### src/rtl/learning_mode_controller.sv
// Learning-mode engine: walks a fixed 14-note phrase, waits for the matching
// debounced key, and plays that note's square-wave tone while it is held.
module learning_mode_controller #(
  parameter int DEBOUNCE_CYCLES = 1_000_000,
  parameter int TONE_SHIFT      = 0,
  parameter int SONG_LEN        = 14
) (
  input  logic       clk,
  input  logic       reset,
  input  logic       enable,
  input  logic [6:0] key_in,
  output logic [3:0] note_out,
  output logic       speaker,
  output logic       error,
  output logic       done,
  output logic [7:0] miss_count
);

  // state      | meaning
  // S_IDLE     | learning mode not selected, outputs quiet
  // S_WAIT_KEY | showing ROM[index], waiting for a press
  // S_HOLD     | correct key held, tone playing
  // S_WRONG    | wrong/invalid key held, error raised
  // S_DONE     | phrase completed
  typedef enum logic [2:0] {
    S_IDLE,
    S_WAIT_KEY,
    S_HOLD,
    S_WRONG,
    S_DONE
  } state_t;

  localparam int DB_W = (DEBOUNCE_CYCLES > 1) ? $clog2(DEBOUNCE_CYCLES) : 1;
  localparam logic [DB_W-1:0] DB_LAST  = DB_W'(DEBOUNCE_CYCLES - 1);
  localparam logic [3:0]      LAST_IDX = 4'(SONG_LEN - 1);

  function automatic logic [3:0] f_song(input logic [3:0] idx);
    case (idx)
      4'd0, 4'd1, 4'd13: return 4'd1;
      4'd2, 4'd3, 4'd6:  return 4'd5;
      4'd4, 4'd5:        return 4'd6;
      4'd7, 4'd8:        return 4'd4;
      4'd9, 4'd10:       return 4'd3;
      4'd11, 4'd12:      return 4'd2;
      default:           return 4'd0;
    endcase
  endfunction

  function automatic logic [17:0] f_half(input logic [3:0] note);
    case (note)
      4'd1:    return 18'(191110 >> TONE_SHIFT);
      4'd2:    return 18'(170265 >> TONE_SHIFT);
      4'd3:    return 18'(151685 >> TONE_SHIFT);
      4'd4:    return 18'(143172 >> TONE_SHIFT);
      4'd5:    return 18'(127551 >> TONE_SHIFT);
      4'd6:    return 18'(113636 >> TONE_SHIFT);
      4'd7:    return 18'(101239 >> TONE_SHIFT);
      default: return 18'd1;
    endcase
  endfunction

  state_t          r_state, w_state_nxt;
  logic [3:0]      r_index, w_index_nxt;
  logic [7:0]      r_miss, w_miss_nxt;
  logic [3:0]      r_play, w_play_nxt;
  logic [3:0]      r_note;
  logic            r_error, r_done, r_speaker;
  logic [6:0]      r_cand, r_key_db;
  logic [DB_W-1:0] r_db_cnt;
  logic [17:0]     r_tone_cnt;
  logic            w_stable;
  logic [6:0]      w_key_db;
  logic [3:0]      w_pressed;
  logic            w_single;
  logic [17:0]     w_half_m1;
  logic            w_show_note;

  // The FSM acts on the debounced value on the same edge it is accepted.
  assign w_stable = (key_in == r_cand) && (r_db_cnt == DB_LAST);
  assign w_key_db = w_stable ? r_cand : r_key_db;

  always_ff @(posedge clk) begin
    if (reset) begin
      r_cand   <= 7'd0;
      r_db_cnt <= '0;
      r_key_db <= 7'd0;
    end else begin
      if (key_in != r_cand) begin
        r_cand   <= key_in;
        r_db_cnt <= '0;
      end else if (r_db_cnt != DB_LAST) begin
        r_db_cnt <= r_db_cnt + 1'b1;
      end
      r_key_db <= w_key_db;
    end
  end

  always_comb begin
    w_pressed = 4'd0;
    for (int i = 0; i < 7; i++) begin
      if (w_key_db[i]) w_pressed = 4'(i + 1);
    end
  end
  assign w_single = $onehot(w_key_db);

  always_comb begin
    w_state_nxt = r_state;
    w_index_nxt = r_index;
    w_miss_nxt  = r_miss;
    w_play_nxt  = r_play;
    if (!enable) begin
      w_state_nxt = S_IDLE;
    end else begin
      case (r_state)
        S_IDLE: begin
          w_state_nxt = S_WAIT_KEY;
          w_index_nxt = 4'd0;
          w_miss_nxt  = 8'd0;
        end
        S_WAIT_KEY: begin
          if (w_key_db != 7'd0) begin
            if (w_single && (w_pressed == f_song(r_index))) begin
              w_state_nxt = S_HOLD;
              w_play_nxt  = w_pressed;
            end else begin
              w_state_nxt = S_WRONG;
              if (r_miss != 8'hFF) w_miss_nxt = r_miss + 8'd1;
            end
          end
        end
        S_HOLD: begin
          if (w_key_db == 7'd0) begin
            if (r_index == LAST_IDX) begin
              w_state_nxt = S_DONE;
            end else begin
              w_state_nxt = S_WAIT_KEY;
              w_index_nxt = r_index + 4'd1;
            end
          end
        end
        S_WRONG: begin
          if (w_key_db == 7'd0) w_state_nxt = S_WAIT_KEY;
        end
        S_DONE:  w_state_nxt = S_DONE;
        default: w_state_nxt = S_IDLE;
      endcase
    end
  end

  assign w_show_note = (w_state_nxt == S_WAIT_KEY) || (w_state_nxt == S_HOLD) ||
                       (w_state_nxt == S_WRONG);

  always_ff @(posedge clk) begin
    if (reset) begin
      r_state <= S_IDLE;
      r_index <= 4'd0;
      r_miss  <= 8'd0;
      r_play  <= 4'd0;
      r_note  <= 4'd0;
      r_error <= 1'b0;
      r_done  <= 1'b0;
    end else begin
      r_state <= w_state_nxt;
      r_index <= w_index_nxt;
      r_miss  <= w_miss_nxt;
      r_play  <= w_play_nxt;
      r_note  <= w_show_note ? f_song(w_index_nxt) : 4'd0;
      r_error <= (w_state_nxt == S_WRONG);
      r_done  <= (w_state_nxt == S_DONE);
    end
  end

  assign w_half_m1 = f_half(r_play) - 18'd1;

  always_ff @(posedge clk) begin
    if (reset) begin
      r_tone_cnt <= 18'd0;
      r_speaker  <= 1'b0;
    end else if ((w_state_nxt == S_HOLD) && (r_state == S_HOLD)) begin
      if (r_tone_cnt == w_half_m1) begin
        r_tone_cnt <= 18'd0;
        r_speaker  <= ~r_speaker;
      end else begin
        r_tone_cnt <= r_tone_cnt + 18'd1;
      end
    end else begin
      r_tone_cnt <= 18'd0;
      r_speaker  <= 1'b0;
    end
  end

  assign note_out   = r_note;
  assign speaker    = r_speaker;
  assign error      = r_error;
  assign done       = r_done;
  assign miss_count = r_miss;

endmodule
### config.mk
export PLATFORM = sky130hd
export DESIGN_NAME = learning_mode_controller
export DESIGN_NICKNAME = d
export VERILOG_FILES = /design/src/rtl/learning_mode_controller.sv
export SDC_FILE = /design/constraint.sdc
export NUM_CORES = 1
export LEC_CHECK = 0
export ABC_CLOCK_PERIOD_IN_PS = 13800
export CAP_MARGIN = 25
export CORE_MARGIN = 1
export CORE_UTILIZATION = 55
export DETAILED_ROUTE_END_ITERATION = 12
export PLACE_DENSITY = 0.81
export SLEW_MARGIN = 5
export SYNTH_ARGS = -nofsm -noshare
export SYNTH_HDL_FRONTEND = slang
export SYNTH_SLANG_ARGS = --single-unit
### constraint.sdc
create_clock -name clk -period 13.8 [get_ports clk]
set_input_delay 3.45 -clock clk [delete_from_list [all_inputs] [get_ports clk]]
set_output_delay 3.45 -clock clk [all_outputs]
set_load 0.02 [all_outputs]
==> metrics.txt, run 1 <==
Final Hold Viols 0; hold depth 2; post-route cell area 4990 um2; Synth top cells by count dfxtp_1 (79), nor2_1 (79), nand2_1 (39), nand3_1 (31), xor2_1 (26); Hold Crit Start miss_count[4]$_SDFFE_PP0P_; routed wire length per instance 13.9 um; Vias/cell 5.76; ranking of synthesized cells by area dfxtp_1 (35%), nor2_1 (6.5%), xor2_1 (5.0%), xnor2_1 (4.4%), ha_1 (4.4%); Initial Util 0.578; vias 3,841; die width 93.1 um; DRC viols 0; Worst VDD drop 0.0000498 V; drt pass-1 iters 4; gpl congestion 0.877; final setup fails 0; cell taking the most area after synthesis dfxtp_1; Inserted Clock Buffers 9; leakage power 0.00180 uW; worst skew pair latency 370 ps; RSZ-0062 raised after global routing no; largest net degree at the start of global routing 42; Setup TNS 0 ps; reg2reg setup slack 8440 ps; pwr dens 80.5 nW/um2; outcome finished clean; I/O Buffers 23; initial antenna violation count 0; Resized cells post-CTS 0; core area 7890 um2; dominant synthesized flop cell dfxtp_1; share of post-route cells with drive strength above 1 0.0584; Final min period 8450 ps; placed instance area 4810 um2; Worst Path Arrival 8680 ps; area delta synth->final 9.36%; clock-pin slew on the worst setup and hold paths 80 ps; WP data required 14,030 ps; H-tree depth 3; Ys Warns 0; Syn Nets 584; CTS tree yes; Post-Syn Area per Cell 8.23 um2; CP max FO 16; Routed WL 9300 um; Fin Clk Skew 14.7 ps; Reg2Reg Capture Point r_play[2]$_SDFFE_PP0P_; height of the chip 93.1 um; register area share after synthesis 0.347; Worst Reg-to-Reg Cells 14; WHS Endpoint miss_count[4]$_SDFFE_PP0P_; DRT antenna net count 0; root buf cell clkbuf_8; DR iter-0 viols 215; top cell type's share of synthesized area 0.347; Mapped Area 4560 um2; CTS Sinks 79; dpl ws 5010 ps; fin nets 590; GRT Total Usage 0.231; first-pass GRT wire length 16,100 um; Post-CTS Hold Buffers 0; Yosys cell types 64; total power 401 uW; #FFs+latches synth 79; max_slew headroom 0.343; diode count 0; hpwl dp 6670 um; Post-CTS Setup Bufs 0; Max-Cap Viols 0; CP Launch Type primary input; IO Count 25; Worst Tran Pin Value 978 ps; Hold Crit Class flip-flop to flip-flop; standard-cell rows 32; Critical Path End Type flip-flop; reg-to-reg startpoint r_db_cnt[6]$_SDFFE_PP0P_; ys async rst share 0; vias in the first global route 3,491; EDFF count, synth 0; Slew Viols, Final 0; Post-Synthesis Cells 554; Crit Path Class primary input to flip-flop; Final Cycle Share 0.612; CTS Buffer Depth 2; Final Worst Setup Slack 5350 ps; Max Clk Rate 0.118 GHz; die footprint 8660 um2; grt ovf 0
area by class of cell:
cell class	instances	area, um2
fillers	668	2900
flip-flops and latches	79	1580
clock buffers	10	128
clock inverters	6	45.0
repair buffers	25	245
inverters	17	63.8
well taps	102	128
multi-input cells	428	2800
worst max-delay path by stage:
stage                         start                     end
after global routing      key_in[4]  r_play[2]$_SDFFE_PP0P_
final                     key_in[4]  r_play[2]$_SDFFE_PP0P_
after CTS                 key_in[4]  r_play[2]$_SDFFE_PP0P_
after global placement    key_in[4]  r_play[1]$_SDFFE_PP0P_
after floorplan           key_in[4]  r_play[1]$_SDFFE_PP0P_
after detailed placement  key_in[4]  r_play[0]$_SDFFE_PP0P_
routing by layer:
| metal | share of wire | global-route usage | vias up |
|---|---|---|---|
| met5 | 0 | 0 | - |
| met4 | 0.017 | 0.0885 | 0 |
| met3 | 0.032 | 0.0382 | 14 |
| met2 | 0.47 | 0.373 | 72 |
| met1 | 0.48 | 0.310 | 1807 |
| li1 | - | - | 1948 |
through the flow:
stage	hold slack [ps]	std cells	util
finish	497	667	0.632
global placement	476	651	0.610
global route	520	667	0.632
floorplan	446	554	-
CTS	501	667	0.632
detailed placement	485	651	0.610
report_power, final:
part	switching (uW)	internal [uW]	total [uW]
clock	88.0	66.3	154
sequential	2.03	229	231
combinational	8.37	7.49	15.9
worst max-delay path: stages:
cell             delay, ps
clkdlybuf4s50_1        510
xnor2_1                150
nand4_1                190
nor4_4                 890
mux2i_1                480
fa_1                   510
fa_1                   490
inv_1                   50
fa_1                   370
fa_1                   430
nor2_1                 120
o311ai_1               170
a311o_1                510
o21ai_0                260
a21oi_1                100
logic make-up (layout without fill, tap and decap cells):
kind of cell / count (synthesis) / in the layout / synth area share
simple gates: 249 / 249 / 0.279
other cells: 1 / 1 / 0.000822
fa+ha+maj: 20 / 20 / 0.0615
flops: 79 / 79 / 0.347
buf+inv: 47 / 58 / 0.0401
compound gates: 90 / 90 / 0.135
xor+xnor: 49 / 49 / 0.0941
mux: 19 / 19 / 0.0428
layout by cell type (no fill, tap or decap), types with 4 or more instances in the layout:
master           instances
ha_1                    16
nand4_1                 11
and3_1                  18
nor4_1                   6
nor3_1                   7
nor2_1                  79
nand2_1                 39
clkdlybuf4s50_1         23
or2_2                    4
xnor2_1                 23
dfxtp_1                 79
nand2b_1                 5
o21ai_0                 21
nor4b_1                  4
clkbuf_8                 9
mux2_2                   4
xor2_1                  26
nor2b_1                 19
inv_1                   17
or3_1                    7
mux2i_1                 15
and2_1                   4
nand3_1                 31
fa_1                     4
a21oi_1                 24
a211oi_1                 4
registers in the layout, indices dropped and copies added (netlist names), 4 cells and up, named ones only:
name and cells:
r_db_cnt 20, r_tone_cnt 18, miss_count 8, r_cand 7, r_key_db 7, r_index 4
(Power assumes the default switching activity.)
==> run 2, diff against run 1 <==
ABC_CLOCK_PERIOD_IN_PS = 7800   (was 13800)
clock period = 7.8 ns   (was 13.8 ns; I/O delays follow)
==> run 2 against run 1 <==
Worst hold slack better by 6.0 ps. Largest power group unchanged. Die area stayed put. Sequential share of layout area is 0.13 points lower. Highest routed layer unchanged. Total power is 83% higher. Clock skew is 3.3 ps lower. Count of clock-buffer cells in the layout stayed put. Global-route usage is 0.51 points higher. Combinational power is 76% higher. Sequential power is 77% higher. Flip-flop and latch count stayed put.
==> metrics.txt, run 2 (synthesis results as in run 1) <==
outcome finished clean (unchanged); RSZ-0062 raised after global routing no (unchanged); Max Clk Rate 0.152 GHz; slowest cell delay on critical path 530 ps (was 890 ps); H-tree depth 3 (unchanged); core area 7890 um2 (unchanged); IO Count 25 (unchanged); max_slew headroom 0.438 (was 0.343); die width 93.1 um (unchanged); Initial Util 0.578 (unchanged); gpl congestion 0.901 (was 0.877); hpwl dp 6680 um (was 6670 um); worst skew pair latency 350 ps (was 370 ps); I/O Buffers 23 (unchanged); grt ovf 0 (unchanged); Setup TNS 0 ps (unchanged); routed wire length per instance 14.3 um (was 13.9 um); worst-path cell chain clkdlybuf4s50_1, xnor2_1, nand4_1, nor4_4, buf_4, mux2i_1, fa_1, fa_1, inv_1, fa_1, fa_1, nor2_1, o311ai_1, a311oi_4, o2111ai_1, a21oi_1 (was clkdlybuf4s50_1, xnor2_1, nand4_1, nor4_4, mux2i_1, fa_1, fa_1, inv_1, fa_1, fa_1, nor2_1, o311ai_1, a311o_1, o21ai_0, a21oi_1); Critical Path End Type flip-flop (unchanged); GRT Total Usage 0.236 (was 0.231); fin nets 591 (was 590); share of post-route cells with drive strength above 1 0.0584 (unchanged); Slew Viols, Final 0 (unchanged); CTS tree yes (unchanged); area delta synth->final 9.82% (was 9.36%); Crit Path Class primary input to flip-flop (unchanged); most frequent cells in the layout nor2_1 (79), dfxtp_1 (79), nand2_1 (39) (unchanged); Worst Tran Pin Value 843 ps (was 978 ps); final setup fails 0 (unchanged); Post-CTS Setup Bufs 0 (unchanged); reg2reg setup slack 2830 ps (was 8440 ps); Worst Path Arrival 6860 ps (was 8680 ps); Worst VDD drop 0.0000917 V (was 0.0000498 V); clock-pin slew on the worst setup and hold paths 80 ps (about the same); drt pass-1 iters 5 (was 4); Top reg by flops r_db_cnt (unchanged); Final Hold Viols 0 (unchanged); first-pass GRT wire length 16,600 um (was 16,100 um); initial antenna violation count 0 (unchanged); vias 3,914 (was 3,841); leakage power 0.00180 uW (about the same); Seq. cell area 1580 um2 (unchanged); area of the multi-input gates 2800 um2 (unchanged); root buf cell clkbuf_8 (unchanged); WP data required 8080 ps (was 14,030 ps); max reg flops 20 (unchanged); die footprint 8660 um2 (unchanged); Hold Crit Class flip-flop to flip-flop (unchanged); Routed WL 9560 um (was 9300 um); vias in the first global route 3,658 (was 3,491); Resized cells post-CTS 0 (unchanged); Max-Cap Viols 0 (unchanged); Final min period 6580 ps; Vias/cell 5.87 (was 5.76); placed cell count 652 (was 651); Post-CTS Hold Buffers 0 (unchanged); Filler cells 641 (was 668); CP most frequent cell fa_1 (unchanged); standard-cell rows 32 (unchanged); CP Launch Type primary input (unchanged); CTS Sinks 79 (unchanged); non-filler cells, final 667 (unchanged); DRT antenna net count 0 (unchanged); Inserted Clock Buffers 9 (unchanged); CP max-delay cell fa_1 (was nor4_4); Fin Clk Skew 11.4 ps (was 14.7 ps); pwr dens 147 nW/um2 (was 80.5 nW/um2); Final Cycle Share 0.844; DRC viols 0 (unchanged); largest net degree at the start of global routing 42 (unchanged); CTS Buffer Depth 2 (unchanged); diode count 0 (unchanged); DR iter-0 viols 167 (was 215); height of the chip 93.1 um (unchanged); CP max FO 16 (unchanged)
## run 2: changes by cell type in the layout (fill, tap and decap cells not counted)
cell / previous run / this run
clkinv_4: 3 / 0
bufinv_16: 0 / 1
buf_4: 2 / 3
clkinv_2: 2 / 1
clkinvlp_4: 0 / 2
## run 2: area by class of cell
type                    count  area share
inverters                  17      0.0127
clock inverters             5      0.0117
well taps                 102      0.0255
repair buffers             26      0.0505
clock buffers              10      0.0255
flip-flops and latches     79       0.316
multi-input cells         428       0.558
## run 2: metrics by stage
step	util	worst slack, ps	hold WS (ps)	power, uW	cell area (um2)
5_1_grt	0.635	982	525	763	5010
4_1_cts	0.635	1260	503	741	5010
6_report	0.635	1220	503	735	5010
3_5_place_dp	0.611	889	488	446	4820
3_3_place_gp	0.611	1150	470	445	4820
2_1_floorplan	-	1410	446	436	4560
## run 2: worst paths after layout
kind,end,from,depth (start not counted)
hold reg to reg,miss_count[4]$_SDFFE_PP0P_,miss_count[4]$_SDFFE_PP0P_,2
setup reg to reg,r_play[2]$_SDFFE_PP0P_,r_db_cnt[7]$_SDFFE_PP0P_,15
hold / removal,miss_count[4]$_SDFFE_PP0P_,miss_count[4]$_SDFFE_PP0P_,2
setup / recovery,r_play[2]$_SDFFE_PP0P_,key_in[0],16
## run 2: where the power goes
part           total, uW  switching, uW  internal, uW  leakage (uW)
Sequential           409           3.60           405      0.000639
Clock                298            151           147     0.0000888
Combinational       28.0           14.8          13.3       0.00108
Total                735            169           565       0.00180
## run 2: metal layers
metal  routed length (um)  track usage  vias up
li1                     -            -     1948
met1                 4460        0.304     1826
met2                 4470        0.398      123
met3                  445       0.0423       17
met4                  183       0.0821        0
met5                    0            0        -
## run 2: critical path, delay by kind of cell
| family | cells | cell delay [ps] |
|---|---|---|
| simple gates | 3 | 600 |
| xor+xnor | 1 | 120 |
| fa+ha+maj | 4 | 1820 |
| compound gates | 4 | 1060 |
| buf+inv | 3 | 830 |
| mux | 1 | 480 |
